**src/rtl/uart_tx_arbiter.sv**
```systemverilog
// uart_tx_arbiter: round-robin arbiter giving NUM_REQ requesters turns on one uart_tx.
// A character is loaded into the transmitter one cycle after the request is seen.
// The arbiter then waits for the frame to start (tx_empty falls) and to finish
// (tx_empty rises) before it grants again.
// Optional feature: define UART_ARB_TIMEOUT_EN to add a watchdog in WAIT_START
// that aborts a load the transmitter never starts and pulses timeout_err.
module uart_tx_arbiter #(
    parameter int unsigned NUM_REQ        = 4,
    parameter int unsigned DATA_LEN       = 8,
    parameter int unsigned TIMEOUT_CYCLES = 16
) (
    input  logic                         clk,
    input  logic                         rst,
    input  logic [NUM_REQ-1:0]           req,
    input  logic [NUM_REQ*DATA_LEN-1:0]  req_data,
    output logic [NUM_REQ-1:0]           req_ack,
    output logic [NUM_REQ-1:0]           grant,
    output logic [DATA_LEN-1:0]          tx_data,
    output logic                         tx_load,
    input  logic                         tx_empty,
    output logic                         busy,
    output logic                         timeout_err
);

    localparam int unsigned IDX_W = (NUM_REQ > 1) ? $clog2(NUM_REQ) : 1;

    // Elaboration-time parameter sanity checks
    if (NUM_REQ < 2 || NUM_REQ > 8) begin : g_bad_num_req
        $error("uart_tx_arbiter: NUM_REQ must be 2..8");
    end
    if (TIMEOUT_CYCLES < 1) begin : g_bad_timeout
        $error("uart_tx_arbiter: TIMEOUT_CYCLES must be at least 1");
    end

    typedef enum logic [1:0] {
        IDLE       = 2'd0,
        LOAD       = 2'd1,
        WAIT_START = 2'd2,
        WAIT_DONE  = 2'd3
    } state_e;

    state_e               state_q, state_d;
    logic [IDX_W-1:0]     ptr_q, ptr_d;
    logic [IDX_W-1:0]     win_q, win_d;
    logic [NUM_REQ-1:0]   grant_q, grant_d;
    logic [NUM_REQ-1:0]   req_ack_q, req_ack_d;
    logic [DATA_LEN-1:0]  tx_data_q, tx_data_d;
    logic                 tx_load_q, tx_load_d;
    logic                 busy_q, busy_d;

    logic                 win_found;
    logic [IDX_W-1:0]     win_idx;
    logic [NUM_REQ-1:0]   win_onehot;

`ifdef UART_ARB_TIMEOUT_EN
    localparam int unsigned CNT_W = $clog2(TIMEOUT_CYCLES + 1);
    logic [CNT_W-1:0]     cnt_q, cnt_d;
    logic                 timeout_err_q, timeout_err_d;
`endif

    // Round-robin search starting one past the last served requester
    always_comb begin
        win_found = 1'b0;
        win_idx   = '0;
        for (int unsigned k = 1; k <= NUM_REQ; k++) begin
            if (!win_found && req[IDX_W'((32'(ptr_q) + k) % NUM_REQ)]) begin
                win_found = 1'b1;
                win_idx   = IDX_W'((32'(ptr_q) + k) % NUM_REQ);
            end
        end
        win_onehot = NUM_REQ'(1) << win_idx;
    end

    // Next-state and registered-output computation
    always_comb begin
        state_d   = state_q;
        ptr_d     = ptr_q;
        win_d     = win_q;
        grant_d   = grant_q;
        tx_data_d = tx_data_q;
        req_ack_d = '0;
        tx_load_d = 1'b0;
`ifdef UART_ARB_TIMEOUT_EN
        cnt_d         = '0;
        timeout_err_d = 1'b0;
`endif

        case (state_q)
            IDLE: begin
                // Only grant when the transmitter is free; winner's data is captured now
                if (tx_empty && win_found) begin
                    state_d   = LOAD;
                    win_d     = win_idx;
                    grant_d   = win_onehot;
                    tx_data_d = req_data[32'(win_idx) * DATA_LEN +: DATA_LEN];
                    tx_load_d = 1'b1;
                    req_ack_d = win_onehot;
                end
            end
            LOAD: begin
                state_d = WAIT_START;
            end
            WAIT_START: begin
                if (!tx_empty) begin
                    state_d = WAIT_DONE;
                end
`ifdef UART_ARB_TIMEOUT_EN
                else if (cnt_q == CNT_W'(TIMEOUT_CYCLES - 1)) begin
                    // Transmitter never took the character: abandon it and move on
                    state_d       = IDLE;
                    grant_d       = '0;
                    ptr_d         = win_q;
                    timeout_err_d = 1'b1;
                end else begin
                    cnt_d = cnt_q + CNT_W'(1);
                end
`endif
            end
            WAIT_DONE: begin
                if (tx_empty) begin
                    state_d = IDLE;
                    grant_d = '0;
                    ptr_d   = win_q;
                end
            end
            default: begin
                state_d = IDLE;
                grant_d = '0;
            end
        endcase

        busy_d = (state_d != IDLE);
    end

    // State and output registers
    always_ff @(posedge clk or negedge rst) begin
        if (!rst) begin
            state_q   <= IDLE;
            ptr_q     <= IDX_W'(NUM_REQ - 1);
            win_q     <= '0;
            grant_q   <= '0;
            req_ack_q <= '0;
            tx_data_q <= '0;
            tx_load_q <= 1'b0;
            busy_q    <= 1'b0;
        end else begin
            state_q   <= state_d;
            ptr_q     <= ptr_d;
            win_q     <= win_d;
            grant_q   <= grant_d;
            req_ack_q <= req_ack_d;
            tx_data_q <= tx_data_d;
            tx_load_q <= tx_load_d;
            busy_q    <= busy_d;
        end
    end

`ifdef UART_ARB_TIMEOUT_EN
    // Watchdog counter and error pulse registers
    always_ff @(posedge clk or negedge rst) begin
        if (!rst) begin
            cnt_q         <= '0;
            timeout_err_q <= 1'b0;
        end else begin
            cnt_q         <= cnt_d;
            timeout_err_q <= timeout_err_d;
        end
    end

    assign timeout_err = timeout_err_q;
`else
    assign timeout_err = 1'b0;
`endif

    assign req_ack = req_ack_q;
    assign grant   = grant_q;
    assign tx_data = tx_data_q;
    assign tx_load = tx_load_q;
    assign busy    = busy_q;

endmodule

```
**config.mk**
```make
export PLATFORM = sky130hd
export DESIGN_NAME = uart_tx_arbiter
export DESIGN_NICKNAME = d
export VERILOG_FILES = /design/src/rtl/uart_tx_arbiter.sv
export SDC_FILE = /design/constraint.sdc
export NUM_CORES = 1
export LEC_CHECK = 0
export ABC_AREA = 1
export CORE_MARGIN = 8
export CORE_UTILIZATION = 48
export DETAILED_ROUTE_END_ITERATION = 10
export PLACE_DENSITY = 0.85
export RECOVER_POWER = 100
export REMOVE_ABC_BUFFERS = 1
export SYNTH_ARGS = -nofsm -noshare
export SYNTH_HDL_FRONTEND = slang
export SYNTH_SLANG_ARGS = --single-unit
```
**constraint.sdc**
```tcl
create_clock -name clk -period 4.3 [get_ports clk]
set_input_delay 0.86 -clock clk [delete_from_list [all_inputs] [get_ports clk]]
set_output_delay 0.86 -clock clk [all_outputs]
set_load 0.01 [all_outputs]
```
# [Word level (Yosys, flattened, before mapping)]
# Index checks and enable logic that the tools add are counted.
[word_totals] ff_bits=24 in_bits=39 output_inout_bits=19
[classes] shifts=2 mux=27 n_lt_le_gt_ge=4 n_reduce_logical=13 n_eq_ne=5 addsub=4
[op_table] cell="indexed part select 32 x 6 -> 8 bit" count=1
[op_table] cell="two-way mux 4 bit" count=4
[op_table] cell="two-way mux 2 bit" count=7
[op_table] cell="less-than comparator 2 x 3 -> 1 bit, second input constant" count=4
[op_table] cell="two-way mux 1 bit" count=10
[op_table] cell="binary-select mux 1 bit (select 2 bit)" count=4
[op_table] cell="case mux 2 bit (4 select lines)" count=1
[op_table] cell="case mux 4 bit (2 select lines)" count=1
[op_table] cell="adder 2 x 1 -> 2 bit, second input constant" count=2
[op_table] cell="adder 2 bit, second input constant" count=2
[op_table] cell="equality test 2 bit, second input constant" count=2
[op_table] cell="logical AND 1 bit" count=4
[op_table] cell="inequality test 2 bit, second input constant" count=2
[op_table] cell="AND reduction 2 bit" count=2
[op_table] cell="nonzero test 2 bit" count=2
[op_table] cell="left shift 1 x 2 -> 4 bit, first input constant" count=1
[op_table] cell="logical NOT 1 bit" count=3
[op_table] cell="AND reduction 3 bit" count=1
[op_table] cell="equality test 2 x 1 -> 1 bit, second input constant" count=1
[op_table] cell="logical NOT 2 bit" count=1

# [Depth between registers and ports, before layout]
# Gate-level depths: netlist (run 1).
[logic_depth] ltp_word=17 mapped_depth=15 ltp_nobuf=13

# [Worst setup path after synthesis (run 1)]
# OpenSTA, ideal clock, no wires.
[synth_timing] path_type="input to register" startpoint="input port req[1]" endpoint="register tx_data_q[2], in the netlist tx_data[2]" arrival_ps=1859 path_buffers=1 setup_time_ps=117 stages=13 path_slack_ps=2324 cell_sequence="nand2_1 nand2_1 nand2_2 nand2_4 nor2_1 nand2_1 nand2_4 nand2_8 buf_12 nand2_2 nand3_1 nand3_1 nand2_1"
[synth_via] elab_chain_len=14 elab_cells_between_ends=25
[synth_rtl] item="start, declared" line_no="14" source="input logic [NUM_REQ-1:0] req,"
[synth_rtl] item="parallel branches: the longest is 14 deep, another holds binary-select mux 1 bit (select 2 bit)"
[synth_rtl] item="end signal, assigned" line_no="152" source="tx_data_q <= tx_data_d;"
[synth_rtl] item="end, declared" line_no="47" source="logic [DATA_LEN-1:0] tx_data_q, tx_data_d;"
# Several ways; the timed one is not identified. The select of a mux whose other input is x is not followed.
# A chain may end at the register's enable or synchronous reset.

# [Worst setup path in the final report (run 1)]
[layout_timing] startpoint="input port req[2]" endpoint="register grant_q[3], in the netlist grant[3]"
[layout_via] elab_chain_len=15 elab_cells_between_ends=28
[layout_rtl] item="binary-select mux 1 bit (select 2 bit)" line_no="66" source="if (!win_found && req[IDX_W'((32'(ptr_q) + k) % NUM_REQ)]) begin"
[layout_rtl] item="two-way mux 1 bit (not written as such)" line_no="66"
[layout_rtl] item="two-way mux 1 bit" line_no="66"
[layout_rtl] item="logical NOT 1 bit" line_no="66"
[layout_rtl] item="logical AND 1 bit" line_no="66"
[layout_rtl] item="two-way mux 1 bit" line_no="66"
[layout_rtl] item="logical NOT 1 bit" line_no="66"
[layout_rtl] item="logical AND 1 bit" line_no="66"
[layout_rtl] item="two-way mux 1 bit" line_no="66"
[layout_rtl] item="logical NOT 1 bit" line_no="66"
[layout_rtl] item="logical AND 1 bit" line_no="66"
[layout_rtl] item="two-way mux 2 bit / two-way mux 1 bit (equally long branches)" line_no="66"
[layout_rtl] item="left shift 1 x 2 -> 4 bit / logical AND 1 bit (equally long branches)" line_no="71, 91"
[layout_rtl] item="two-way mux 4 bit / inequality test 2 bit (equally long branches)"
[layout_rtl] item="case mux 4 bit (2 select lines) / AND reduction 3 bit (equally long branches)"
[layout_rtl] item="end signal, assigned" line_no="150" source="grant_q <= grant_d;"
[layout_rtl] item="end, declared" line_no="45" source="logic [NUM_REQ-1:0] grant_q, grant_d;"
# Parallel ways exist; a longest one is shown, timed or not. The select of a mux whose other input is x is not followed.

==> results of run 1 <==
report_power, final:
| part | internal [mW] | switching [mW] | total [mW] |
|---|---|---|---|
| sequential | 0.314 | 0.0655 | 0.380 |
| combinational | 0.387 | 0.677 | 1.06 |
| clock | 0.0943 | 0.0687 | 0.163 |
| total | 0.796 | 0.811 | 1.61 |
metrics by stage:
stage	total power [mW]	util, %	setup slack, ps	hold slack (ps)
global route	1.76	65.4	749	520
finish	1.61	65.4	997	492
floorplan	1.19	-	2060	453
global placement	1.49	64.8	1290	463
CTS	1.69	66.4	1550	500
detailed placement	1.52	64.8	1180	466
cell type report:
type / instances / area share, %
clock inverters: 1 / 1.41
flip-flops and latches: 24 / 28.3
inverters: 18 / 3.17
multi-input cells: 151 / 37.0
clock buffers: 3 / 1.06
well taps: 46 / 2.70
repair buffers: 56 / 26.3
routing by layer:
| layer | wire length (um) | share of wire, % | GRT usage [%] | vias up |
|---|---|---|---|---|
| met5 | 0 | 0 | 0 | - |
| met4 | 67 | 1.7 | 3.33 | 0 |
| met3 | 379 | 9.7 | 6.41 | 8 |
| met2 | 1870 | 48 | 26.9 | 61 |
| met1 | 1600 | 41 | 16.9 | 698 |
| li1 | - | - | - | 758 |
cell usage after synthesis (2+ instances only):
master / n / area share, %
sky130_fd_sc_hd__buf_4: 2 / 0.94
sky130_fd_sc_hd__buf_6: 5 / 3.5
sky130_fd_sc_hd__dfrtp_1: 22 / 35
sky130_fd_sc_hd__dfstp_2: 2 / 3.3
sky130_fd_sc_hd__inv_1: 12 / 2.8
sky130_fd_sc_hd__inv_2: 6 / 1.4
sky130_fd_sc_hd__nand2_1: 57 / 13
sky130_fd_sc_hd__nand2_2: 19 / 7.5
sky130_fd_sc_hd__nand2_4: 4 / 2.8
sky130_fd_sc_hd__nand3_1: 46 / 14
sky130_fd_sc_hd__nand3_2: 8 / 5.0
sky130_fd_sc_hd__nor2_1: 4 / 0.94
sky130_fd_sc_hd__o21ai_0: 4 / 1.3
sky130_fd_sc_hd__o21ai_2: 2 / 1.1
cells by family after synthesis:
logic type             Yosys count  share of synthesized area (%)
other                            1                          0.236
and+or+nand+nor                142                           48.5
AOI/OAI and AO/OA                8                           3.07
DFF                             24                           37.9
buffers and inverters           27                           10.3
worst max-delay path by stage:
stage                     startpoint    endpoint  slack, ps  depth (start not counted)
final                         req[2]    grant[3]       1000                         13
after global routing          req[2]    grant[1]        750                         13
after CTS                     req[0]  tx_data[2]       1550                         12
after detailed placement      req[0]  tx_data[2]       1180                         12
after global placement        req[0]  tx_data[2]       1290                         12
after floorplan               req[2]  tx_data[0]       2060                         10
state kept, by name, indices dropped and copies added (netlist names):
register and flops:
win_q 2, tx_data 8, busy 1, ptr_q 2, tx_load 1, state_q 2, req_ack 4, grant 4
tightest hold or removal path: stages (launching register included):
cell and delay [ps]:
sky130_fd_sc_hd__dfrtp_1 360, sky130_fd_sc_hd__nand2_1 60, sky130_fd_sc_hd__nand2_1 50
==> run_summary.xml, run 1 <==
<?xml version="1.0" encoding="UTF-8"?>
<metrics>
  <group name="run_status">
    <metric name="run_status" unit="">completed</metric>
  </group>
  <group name="global_routing">
    <metric name="vias_in_the_first_global_route" unit="">1536</metric>
    <metric name="track_usage" unit="%">15.4</metric>
    <metric name="grt_max_degree" unit="">25</metric>
    <metric name="grt_antenna_before_repair" unit="">0</metric>
    <metric name="grt_first_pass_wirelength" unit="um">6710</metric>
    <metric name="grt_overflow_total" unit="">0</metric>
  </group>
  <group name="finish">
    <metric name="n_diodes" unit="">0</metric>
    <metric name="syn_to_final_growth" unit="%">33.9</metric>
    <metric name="n_fill_cell" unit="">309</metric>
    <metric name="layout_common_cells" unit="">sky130_fd_sc_hd__nand2_1 (59), sky130_fd_sc_hd__nand3_1 (47), sky130_fd_sc_hd__clkdlybuf4s50_1 (35)</metric>
    <metric name="seq_area" unit="um2">603</metric>
    <metric name="stdcell_area" unit="um2">2130</metric>
    <metric name="final_cell_count_no_fill" unit="">299</metric>
    <metric name="layout.nets" unit="">293</metric>
    <metric name="layout_commonest_cell" unit="">sky130_fd_sc_hd__nand2_1</metric>
    <metric name="multi_input_area" unit="um2">788</metric>
    <metric name="proportion_of_layout_cells_with_a_drive_suffix_above_1" unit="%">16.6</metric>
  </group>
  <group name="min_path">
    <metric name="whs_path_depth" unit="">2</metric>
    <metric name="launch_point_of_the_worst_hold_path" unit="">tx_data[3]</metric>
    <metric name="hold_path_end" unit="">tx_data[3]</metric>
    <metric name="timing.hold.worst.class" unit="">reg2reg</metric>
  </group>
  <group name="critical_path">
    <metric name="critPathBufInv" unit="">3</metric>
    <metric name="rr_startpoint" unit="">ptr_q[0]</metric>
    <metric name="timing.critical_path.cells" unit="">dlygate4sd3_1, nand2_1, nand2_1, nand2_1, nand2_4, nor2_1, nand2_2, o21ai_0, inv_2, nand2_1, inv_1, nand3_1, nand2_1</metric>
    <metric name="cp.arrival" unit="ps">3520</metric>
    <metric name="worst-r2r-setup-slack" unit="ps">1220</metric>
    <metric name="reg2reg_path_depth" unit="">13</metric>
    <metric name="critical_path_class" unit="">in2reg</metric>
    <metric name="worstSetupEndpointType" unit="">register</metric>
    <metric name="timing.critical_path.max_delay_family" unit="">simple AND/OR/NAND/NOR gates</metric>
    <metric name="crit_required" unit="ps">4520</metric>
    <metric name="critical-path-max-stage-delay" unit="ps">560</metric>
    <metric name="most_frequent_cell_on_the_critical_path" unit="">sky130_fd_sc_hd__nand2_1</metric>
    <metric name="critPathSlowestCell" unit="">sky130_fd_sc_hd__dlygate4sd3_1</metric>
    <metric name="r2r-end" unit="">grant[3]</metric>
    <metric name="critical_path.max_fanout" unit="">19</metric>
    <metric name="cp-start-kind" unit="">input port</metric>
  </group>
  <group name="detailed_routing">
    <metric name="post_drt_wl_per_cell" unit="um">13.1</metric>
    <metric name="length_of_the_first_detailed_routing_pass_in_iterations" unit="">4</metric>
    <metric name="drtIter0Drc" unit="">97</metric>
    <metric name="final_antenna_net_count" unit="">0</metric>
    <metric name="drt_drc_violations_left" unit="">0</metric>
    <metric name="wirelength" unit="um">3920</metric>
    <metric name="detail_route.vias_per_cell" unit="">5.10</metric>
    <metric name="dr_total_vias" unit="">1525</metric>
  </group>
  <group name="die">
    <metric name="design.portCount" unit="">58</metric>
    <metric name="core" unit="um2">3260</metric>
    <metric name="dieArea" unit="um2">5410</metric>
    <metric name="effective_utilization_at_floorplan" unit="%">48.8</metric>
    <metric name="chipHeight" unit="um">73.6</metric>
    <metric name="die_w" unit="um">73.6</metric>
    <metric name="num_rows" unit="">21</metric>
  </group>
  <group name="clocking">
    <metric name="clock_tree.htree_level_count" unit="">1</metric>
    <metric name="clk_transition_reported_paths" unit="ps">130</metric>
    <metric name="clock_sink_count" unit="">24</metric>
    <metric name="cts-hold-fix-buffers" unit="">0</metric>
    <metric name="cts.repair.resized" unit="">0</metric>
    <metric name="clock_tree_from_tritoncts" unit="">yes</metric>
    <metric name="clock_tree.buffer_depth" unit="">2</metric>
    <metric name="post_cts.repair.setup_buffers" unit="">0</metric>
    <metric name="number_of_buffers_inserted_during_clock_tree_synthesis" unit="">3</metric>
    <metric name="clock_tree.root_cell" unit="">sky130_fd_sc_hd__clkbuf_4</metric>
    <metric name="worst_skew_late_latency" unit="ps">320</metric>
  </group>
  <group name="yosys">
    <metric name="synth_enable_flop_cells" unit="">0</metric>
    <metric name="synth_warnings" unit="">0</metric>
    <metric name="cells_after_synthesis" unit="">202</metric>
    <metric name="syn-cell-area" unit="um2">1590</metric>
    <metric name="synth-seq-area-share" unit="%">37.9</metric>
    <metric name="netlist-cell-type-count" unit="">23</metric>
    <metric name="postSynth.topFlopCell" unit="">sky130_fd_sc_hd__dfrtp_1</metric>
    <metric name="postSynthRegisterBits" unit="">24</metric>
    <metric name="synthesis.area_per_instance" unit="um2">7.87</metric>
    <metric name="async_reset_ff_share" unit="%">100</metric>
  </group>
  <group name="placed_design">
    <metric name="dpl_cell_area" unit="um2">2110</metric>
    <metric name="globalplace.congestion" unit="">0.864</metric>
    <metric name="portBuffers" unit="">56</metric>
    <metric name="placed_cells" unit="">295</metric>
    <metric name="post-dp-hpwl" unit="um">2980</metric>
  </group>
  <group name="timing">
    <metric name="minimum_clock_period" unit="ps">3300</metric>
    <metric name="setup_total_negative_slack" unit="ps">0</metric>
    <metric name="worstMarginPinSlew" unit="ps">1070</metric>
    <metric name="slew_violations" unit="">0</metric>
    <metric name="worst_slew_margin" unit="%">28.7</metric>
    <metric name="final.period_utilization" unit="%">76.8</metric>
    <metric name="finClkSkew" unit="ps">6.99</metric>
    <metric name="unrepaired_setup_endpoints_after_global_routing" unit="">false</metric>
    <metric name="hold_violations" unit="">0</metric>
    <metric name="setup_viol_count_final" unit="">0</metric>
    <metric name="fmax" unit="MHz">303</metric>
  </group>
  <group name="flow_run">
    <metric name="timing.max_cap.violations" unit="">0</metric>
  </group>
  <group name="power_and_ir_drop">
    <metric name="vdd_ir_drop_max" unit="mV">0.483</metric>
    <metric name="p_leak" unit="nW">1.09</metric>
    <metric name="pd_cells" unit="nW/um2">755</metric>
  </group>
</metrics>
No activity file was read; power rests on OpenSTA's default activity.
==> run 2, diff against run 1 <==
--- a/config.mk
+++ b/config.mk
@@ -7,9 +7,9 @@
 export LEC_CHECK = 0
 export ABC_AREA = 1
 export CORE_MARGIN = 8
-export CORE_UTILIZATION = 48
+export CORE_UTILIZATION = 45
 export DETAILED_ROUTE_END_ITERATION = 10
-export PLACE_DENSITY = 0.85
+export PLACE_DENSITY = 0.81
 export RECOVER_POWER = 100
 export REMOVE_ABC_BUFFERS = 1
 export SYNTH_ARGS = -nofsm -noshare
==> constraint.sdc (replaced) <==
create_clock -name clk -period 3.3 [get_ports clk]
set_input_delay 0.66 -clock clk [delete_from_list [all_inputs] [get_ports clk]]
set_output_delay 0.66 -clock clk [all_outputs]
set_load 0.01 [all_outputs]
==> run_summary.xml, run 2 (synthesis results as in run 1) <==
<?xml version="1.0" encoding="UTF-8"?>
<metrics>
  <group name="min_path">
    <metric name="launch_point_of_the_worst_hold_path" unit="">tx_data[5]</metric>
    <metric name="timing.hold.worst.class" unit="">reg2reg</metric>
  </group>
  <group name="clocking">
    <metric name="clock_tree_from_tritoncts" unit="">yes</metric>
    <metric name="cts.repair.resized" unit="">0</metric>
    <metric name="clock_tree.root_cell" unit="">sky130_fd_sc_hd__clkbuf_4</metric>
    <metric name="cts-hold-fix-buffers" unit="">0</metric>
    <metric name="worst_skew_late_latency" unit="ps">310</metric>
    <metric name="clock_tree.htree_level_count" unit="">1</metric>
    <metric name="number_of_buffers_inserted_during_clock_tree_synthesis" unit="">3</metric>
    <metric name="clock_tree.buffer_depth" unit="">2</metric>
    <metric name="post_cts.repair.setup_buffers" unit="">0</metric>
    <metric name="clock_sink_count" unit="">24</metric>
    <metric name="clk_transition_reported_paths" unit="ps">130</metric>
  </group>
  <group name="power_and_ir_drop">
    <metric name="pd_cells" unit="nW/um2">978</metric>
    <metric name="p_leak" unit="nW">1.11</metric>
    <metric name="vdd_ir_drop_max" unit="mV">0.575</metric>
  </group>
  <group name="critical_path">
    <metric name="critical_path.max_fanout" unit="">19</metric>
    <metric name="cp.arrival" unit="ps">2850</metric>
    <metric name="cp-start-kind" unit="">register</metric>
    <metric name="worst-r2r-setup-slack" unit="ps">660</metric>
    <metric name="worstSetupEndpointType" unit="">register</metric>
    <metric name="critical_path_class" unit="">reg2reg</metric>
    <metric name="critical_path.startpoint" unit="">ptr_q[0]</metric>
    <metric name="rr_startpoint" unit="">ptr_q[0]</metric>
    <metric name="crit_required" unit="ps">3510</metric>
  </group>
  <group name="timing">
    <metric name="setup_viol_count_final" unit="">0</metric>
    <metric name="slew_violations" unit="">0</metric>
    <metric name="setup_total_negative_slack" unit="ps">0</metric>
    <metric name="final.period_utilization" unit="%">79.9</metric>
    <metric name="fmax" unit="MHz">379</metric>
    <metric name="worst_slew_margin" unit="%">21.5</metric>
    <metric name="worstMarginPinSlew" unit="ps">1180</metric>
    <metric name="finClkSkew" unit="ps">2.21</metric>
    <metric name="unrepaired_setup_endpoints_after_global_routing" unit="">false</metric>
    <metric name="hold_violations" unit="">0</metric>
    <metric name="minimum_clock_period" unit="ps">2640</metric>
  </group>
  <group name="global_routing">
    <metric name="grt_overflow_total" unit="">0</metric>
    <metric name="grt_antenna_before_repair" unit="">0</metric>
    <metric name="track_usage" unit="%">14.8</metric>
    <metric name="grt_max_degree" unit="">25</metric>
    <metric name="grt_first_pass_wirelength" unit="um">6560</metric>
    <metric name="vias_in_the_first_global_route" unit="">1460</metric>
  </group>
  <group name="finish">
    <metric name="stdcell_area" unit="um2">2150</metric>
    <metric name="n_fill_cell" unit="">319</metric>
    <metric name="layout.nets" unit="">295</metric>
    <metric name="proportion_of_layout_cells_with_a_drive_suffix_above_1" unit="%">16.9</metric>
    <metric name="fin_util" unit="%">64.0</metric>
    <metric name="final_cell_count_no_fill" unit="">301</metric>
    <metric name="layout_commonest_cell" unit="">sky130_fd_sc_hd__nand2_1</metric>
    <metric name="multi_input_area" unit="um2">816</metric>
    <metric name="layout_common_cells" unit="">sky130_fd_sc_hd__nand2_1 (58), sky130_fd_sc_hd__nand3_1 (47), sky130_fd_sc_hd__clkdlybuf4s50_1 (36)</metric>
    <metric name="max_reg_flops" unit="">8</metric>
    <metric name="seq_area" unit="um2">603</metric>
    <metric name="n_diodes" unit="">0</metric>
    <metric name="syn_to_final_growth" unit="%">35.3</metric>
  </group>
  <group name="detailed_routing">
    <metric name="drtIter0Drc" unit="">93</metric>
    <metric name="dr_total_vias" unit="">1515</metric>
    <metric name="post_drt_wl_per_cell" unit="um">13.1</metric>
    <metric name="wirelength" unit="um">3940</metric>
    <metric name="detail_route.vias_per_cell" unit="">5.03</metric>
    <metric name="drt_drc_violations_left" unit="">0</metric>
    <metric name="final_antenna_net_count" unit="">0</metric>
    <metric name="length_of_the_first_detailed_routing_pass_in_iterations" unit="">4</metric>
  </group>
  <group name="die">
    <metric name="effective_utilization_at_floorplan" unit="%">47.3</metric>
    <metric name="num_rows" unit="">21</metric>
    <metric name="core" unit="um2">3360</metric>
    <metric name="die_w" unit="um">75.4</metric>
    <metric name="design.portCount" unit="">58</metric>
    <metric name="dieArea" unit="um2">5690</metric>
    <metric name="chipHeight" unit="um">75.4</metric>
  </group>
  <group name="placed_design">
    <metric name="globalplace.congestion" unit="">0.799</metric>
    <metric name="portBuffers" unit="">56</metric>
    <metric name="dpl_cell_area" unit="um2">2130</metric>
    <metric name="placed_cells" unit="">297</metric>
    <metric name="post-dp-hpwl" unit="um">3050</metric>
  </group>
  <group name="run_status">
    <metric name="run_status" unit="">completed</metric>
  </group>
  <group name="flow_run">
    <metric name="timing.max_cap.violations" unit="">0</metric>
  </group>
</metrics>
run 2: changes by cell type in the layout (fill, tap and decap cells not counted), sizes merged:
cell           before  now
buf                 0    1
clkdlybuf4s50      35   36
bufinv              1    0
clkbuf              3    5
dlygate4sd3        21   20
run 2: cell type report:
cell class,instances,area share (%)
sequential,24,28.0
multi-input combinational,151,37.9
timing repair buffer,58,26.6
clock buffer,4,1.69
inverter,18,3.14
tap,46,2.67
run 2: through the flow:
stage	power, mW	setup WS, ps	hold slack (ps)
finish	2.11	664	496
global route	2.31	422	515
CTS	2.17	1040	504
detailed placement	2.01	768	466
global placement	1.99	822	462
floorplan	1.56	1160	364
run 2: final timing paths:
check / endpoint / cells past startpoint
min reg2reg: tx_data[5] / 2
max in group asynchronous: tx_data[4] / 2
max reg2reg: grant[3] / 13
min: tx_data[5] / 2
max: grant[3] / 13
min in group asynchronous: state_q[1] / 2
run 2: worst max-delay path, cell delays in order, from the launching register on:
cell                      delay (ps)
sky130_fd_sc_hd__dfstp_1         860
sky130_fd_sc_hd__inv_1           260
sky130_fd_sc_hd__nand2_1         110
sky130_fd_sc_hd__nand2_1          90
sky130_fd_sc_hd__nand2_2         110
sky130_fd_sc_hd__nand2_4          80
sky130_fd_sc_hd__nor2_8          110
sky130_fd_sc_hd__nand2_1          90
sky130_fd_sc_hd__o21ai_2         110
sky130_fd_sc_hd__inv_1            70
sky130_fd_sc_hd__nand2_4         160
sky130_fd_sc_hd__inv_1           230
sky130_fd_sc_hd__nand3_1         170
sky130_fd_sc_hd__nand2_1          70
run 2: metal layers:
metal,global-route usage [%],vias up,wire (um)
met5,0,-,0
met1,17.7,689,1630
met4,3.84,0,19
met2,24.3,68,1880
li1,-,756,-
met3,5.66,2,415
run 2: report_power, final:
group          total (mW)  internal (mW)  switching (mW)
Combinational        1.45          0.540           0.915
Clock               0.155         0.0674          0.0875
Sequential          0.495          0.408          0.0877
